File: config.mk
export PLATFORM = sky130hd
export DESIGN_NAME = dac_scheduler
export DESIGN_NICKNAME = d
export VERILOG_FILES = /design/src/rtl/dac_scheduler.sv
export SDC_FILE = /design/constraint.sdc
export NUM_CORES = 1
export LEC_CHECK = 0
export BUFFER_PORTS_ARGS = -buffer_cell sky130_fd_sc_hd__buf_2
export CORE_ASPECT_RATIO = 2
export CORE_MARGIN = 2
export CORE_UTILIZATION = 40
export DETAILED_ROUTE_END_ITERATION = 10
export GPL_TIMING_DRIVEN = 1
export PLACE_DENSITY = 0.65
export SYNTH_ARGS = -nofsm -noshare
export SYNTH_HDL_FRONTEND = slang
export SYNTH_SLANG_ARGS = --single-unit
File: constraint.sdc
create_clock -name clock_in -period 3.6 [get_ports clock_in]
set_clock_uncertainty 0.05 [all_clocks]
set_input_delay 0.72 -clock clock_in [delete_from_list [all_inputs] [get_ports clock_in]]
set_output_delay 0.72 -clock clock_in [all_outputs]
set_load 0.01 [all_outputs]
File: src/rtl/dac_scheduler.sv
// Round-robin scheduler sharing one 24-bit SPI DAC transmitter between four sample channels.
// Transfer progress is tracked from the transmitter's chip-select, so no busy handshake is needed.
module dac_scheduler #(
  parameter logic [3:0] CMD           = 4'b0011,
  parameter logic [7:0] START_TIMEOUT = 8'd64,
  parameter logic [7:0] GAP_CYCLES    = 8'd40
) (
  input  logic        clock_in,
  input  logic        reset,
  input  logic [15:0] sample_in_0,
  input  logic [15:0] sample_in_1,
  input  logic [15:0] sample_in_2,
  input  logic [15:0] sample_in_3,
  input  logic [3:0]  sample_valid,
  input  logic        spi_cs,
  output logic [23:0] dac_data,
  output logic        dac_send,
  output logic [1:0]  active_channel,
  output logic        busy,
  output logic [3:0]  overrun,
  output logic        timeout_err
);

  // state      | meaning
  // IDLE       | pick next pending channel, build word
  // ISSUE      | one-cycle send pulse, arm start timeout
  // WAIT_START | wait for chip select low, abandon on timeout
  // WAIT_DONE  | transfer in flight until chip select high
  // GAP        | enforced idle spacing before next issue
  typedef enum logic [2:0] {
    IDLE,
    ISSUE,
    WAIT_START,
    WAIT_DONE,
    GAP
  } state_t;

  state_t            state, state_nx;
  logic [3:0][15:0]  samples, sample_bus;
  logic [3:0]        pending, pending_nx, overrun_nx;
  logic [1:0]        ptr, ptr_nx, sel_ch, active_nx;
  logic              sel_found, select;
  logic [7:0]        cnt, cnt_nx;
  logic [23:0]       data_nx;
  logic              timeout_nx;

  assign sample_bus = {sample_in_3, sample_in_2, sample_in_1, sample_in_0};
  assign dac_send   = (state == ISSUE);
  assign busy       = (state != IDLE);

  // Scan from the highest offset down so the nearest pending channel wins.
  always_comb begin
    sel_found = 1'b0;
    sel_ch    = ptr;
    for (int i = 3; i >= 0; i--) begin
      if (pending[ptr + 2'(i)]) begin
        sel_found = 1'b1;
        sel_ch    = ptr + 2'(i);
      end
    end
  end

  always_comb begin
    state_nx   = state;
    pending_nx = pending;
    overrun_nx = overrun;
    ptr_nx     = ptr;
    cnt_nx     = cnt;
    data_nx    = dac_data;
    active_nx  = active_channel;
    timeout_nx = timeout_err;
    select     = 1'b0;

    case (state)
      IDLE: begin
        if (sel_found) begin
          select              = 1'b1;
          data_nx             = {CMD, 4'b0001 << sel_ch, samples[sel_ch]};
          active_nx           = sel_ch;
          ptr_nx              = sel_ch + 2'd1;
          pending_nx[sel_ch]  = 1'b0;
          state_nx            = ISSUE;
        end
      end
      ISSUE: begin
        cnt_nx   = START_TIMEOUT;
        state_nx = WAIT_START;
      end
      WAIT_START: begin
        if (!spi_cs) begin
          state_nx = WAIT_DONE;
        end else if (cnt <= 8'd1) begin
          cnt_nx                     = 8'd0;
          timeout_nx                 = 1'b1;
          pending_nx[active_channel] = 1'b1;
          state_nx                   = IDLE;
        end else begin
          cnt_nx = cnt - 8'd1;
        end
      end
      WAIT_DONE: begin
        if (spi_cs) begin
          cnt_nx   = GAP_CYCLES;
          state_nx = GAP;
        end
      end
      GAP: begin
        if (cnt <= 8'd1) begin
          cnt_nx   = 8'd0;
          state_nx = IDLE;
        end else begin
          cnt_nx = cnt - 8'd1;
        end
      end
      default: state_nx = IDLE;
    endcase

    // A strobe on the channel being selected this cycle replaces, not overruns.
    for (int n = 0; n < 4; n++) begin
      if (sample_valid[n]) begin
        if (pending[n] && !(select && (sel_ch == 2'(n))))
          overrun_nx[n] = 1'b1;
        pending_nx[n] = 1'b1;
      end
    end
  end

  always_ff @(posedge clock_in or posedge reset) begin
    if (reset) begin
      state          <= IDLE;
      samples        <= '0;
      pending        <= '0;
      overrun        <= '0;
      ptr            <= '0;
      cnt            <= '0;
      dac_data       <= '0;
      active_channel <= '0;
      timeout_err    <= 1'b0;
    end else begin
      state          <= state_nx;
      pending        <= pending_nx;
      overrun        <= overrun_nx;
      ptr            <= ptr_nx;
      cnt            <= cnt_nx;
      dac_data       <= data_nx;
      active_channel <= active_nx;
      timeout_err    <= timeout_nx;
      for (int n = 0; n < 4; n++) begin
        if (sample_valid[n])
          samples[n] <= sample_bus[n];
      end
    end
  end

endmodule

==> qor.txt <==
Clk buf depth: 2
Hold WC Path Type: input port to async pin
Number of enable flip-flop cells after synthesis: 0
Leak: 2.750 nW
Max Slew Vio Count: 0
VDD IR-drop max: 0.0003922 V
Clk sinks: 109
Layout cells sized above 1: 0.4377
Routed vias/inst: 5.421
Overall Power: 5.170 mW
First-pass GRT wire length: 20620 microns
Int Pwr: 3.148 mW
CP Depth: 7
Reg clk slew, reported paths: 70 ps
Critical Path Sink: overrun[2]
Die H: 166.8 microns
Max Fclk: 391.0 MHz
CTS tree: done
Biggest area consumer among synthesized cells: dfrtp_1
Crit Reg-Reg Endpoint: overrun[2]
Placeable core area: 12990 sq um
Outcome: finished clean
Routability congestion estimate: 0.9328
Cell Area, Synth: 5304 sq um
Setup crit start: pending[0]
Startpoint types: flop
Worst stage delay on the critical path: 500 ps
Pwr Density: 827.0 nW/um^2
CTS HTree Levels: 3
Die Area: 14250 sq um
Final setup fails: 0
Worst Path Max Fanout: 19
Iteration-0 DRC Markers: 141
Vias: 3697
MaxCap Viol Count: 0
Critical Path AT: 2740 ps
Die width: 85.43 microns
Leading cell types in the layout, fill and taps excluded: dfrtp_1 (109), buf_2 (101), mux2_2 (63), nand2_1 (41), and2_1 (16)
Routed Wire Length: 12590 microns
Clock root buffer: clkbuf_16
Worst R2R Path Depth: 7
Final Critical Period: 2558 ps
Leading cell type in the layout, fill and taps excluded: dfrtp_1
Antenna violations before repair: 0
Clock Latency Late Sink: 350 ps
Synth area leaders: dfrtp_1 (51%), mux2_2 (13%), a221oi_2 (3.4%), nand2_1 (2.9%), and4_1 (2.5%)
Cts hold-fix bufs: 0
# rows: 59
Slew HR: 0.3529
Mean Syn Cell Area: 12.14 sq um
I/O pins: 104
Crit Path Class: flop to flop
Unique masters post-synth: 58
Setup tns final: 0 ps
Grt total ovfl: 0
Warnings from Yosys: 0
Worst-Margin Slew: 970.7 ps
Syn Inst Count: 437
Yosys top cell area share: 0.5143
Drt pass-1 iters: 4
Post-DP HPWL: 9510 microns
Slowest CP cell: or4_1
Final layout net count: 602
Resize count post-CTS: 0
Combinational cell fraction of total power: 0.430
Post-synth ARST share: 1.000
N_diodes: 0
Worst setup EP type: flop
Initial Util: 0.4082
Largest net degree at the start of global routing: 51
Flop-to-flop setup slack: 1040 ps
Remaining DRCs: 0
Critical path buffers and inverters: 1
Seq/Total Area, Yosys: 0.5143
Sw power: 2.022 mW
Largest delay contributor family on the critical path: simple AND/OR/NAND/NOR gates
Hold_ws: 422.4 ps
Synth Flop Type: dfrtp_1
CTS buffer count: 9
Sequential share of power: 0.344
Number of setup buffers added after CTS: 0
Cell chain of the critical path: nor2b_1, or4_1, and2_1, clkinv_8, ha_1, nand2_1, a31o_2
Post-route ant nets: 0
Vias in the first global route: 3948
Area growth, synth to finish: 17.88%
Routed length per instance: 18.47 microns
Total track usage: 0.1852
WP data required: 3790 ps
PortBufs: 101
Switching share of power: 0.3910
Clock power frac: 0.226
Final Core Density: 0.4812
Unrepaired setup endpoints after global routing: false
Final worst path period share: 0.7105
Worst r2r src: pending[0]
Endpoints failing hold: 0
Register bit count reported by yosys: 109
==> synth_stat cells (3+ instances only) <==
master	number
dfrtp_1	109
mux2_2	63
nand2_1	41
clkbuf_1	17
and2_1	16
and4_1	15
nor2_1	15
a221oi_2	12
o21ai_0	11
o31ai_1	9
o31ai_2	9
a211oi_1	8
a211oi_2	8
a21o_1	7
inv_1	7
a31o_2	6
ha_1	6
a21oi_1	5
nand2b_1	5
nor3_1	5
buf_2	4
buf_4	4
buf_6	4
nor2b_1	4
or3_1	4
a221oi_1	3
buf_1	3
==> metal layers <==
layer,wire length [microns],global-route usage,share of wire,vias up
li1,-,-,-,1765
met1,5009,0.2182,0.40,1846
met2,6951,0.3336,0.55,73
met3,402,0.03171,0.032,13
met4,231,0.06211,0.018,0
met5,0,0,0,-
==> metrics by stage <==
stage	worst slack [ps]	cell area, sq um	cells
floorplan	1507	5311	438
global placement	1113	5892	666
detailed placement	1054	5892	666
CTS	1039	6252	682
global route	805.9	6252	682
finish	1042	6252	682
==> worst min path at each step <==
stage / from / endpoint / cells after the start
2_1_floorplan: cnt[7] / cnt[7] / 1
5_1_grt: overrun[1] / overrun[1] / 1
3_3_place_gp: timeout_err / timeout_err / 1
4_1_cts: timeout_err / timeout_err / 1
6_report: reset / overrun[1] / 2
3_5_place_dp: timeout_err / timeout_err / 1
==> state kept, by name (all words and copies together) (netlist names) <==
signal          flops
pending             4
ptr                 2
dac_data           21
timeout_err         1
samples            64
overrun             4
active_channel      2
cnt                 8
state               3
==> kinds of logic (layout without fill, tap and decap cells) <==
group	after synthesis	after routing	share of synthesized area
buffers and inverters	42	134	0.04459
other	1	2	0.0007070
adder cells (fa/ha/maj)	6	6	0.01415
AO/OA/AOI/OAI	94	94	0.1628
XOR/XNOR	2	2	0.003303
AND/OR/NAND/NOR	119	119	0.1246
multiplexers	64	64	0.1356
flip-flops	109	109	0.5143
==> area by class of cell <==
| cell class | instances | area (sq um) |
|---|---|---|
| clock buffers | 13 | 270.3 |
| clock inverters | 3 | 90.09 |
| fillers | 1220 | 6740 |
| inverters | 9 | 50.05 |
| multi-input cells | 287 | 2346 |
| flip-flops and latches | 109 | 2728 |
| well taps | 152 | 190.2 |
| repair buffers | 109 | 578.1 |
==> power by group through the flow <==
stage	clock network, mW	logic, mW	registers, mW
global route	1.24	2.47	1.82
global placement	0	2.20	1.79
detailed placement	0	2.25	1.80
CTS	1.19	2.26	1.78
floorplan	0	1.80	1.74
finish	1.17	2.22	1.78
==> worst reg2reg max path, stage by stage (launching register included) <==
cell	delay (ps)
dfrtp_1	430
nor2b_1	160
or4_1	500
and2_1	450
clkinv_8	280
ha_1	200
nand2_1	90
a31o_2	280
No activity file was read; power rests on OpenSTA's default activity.
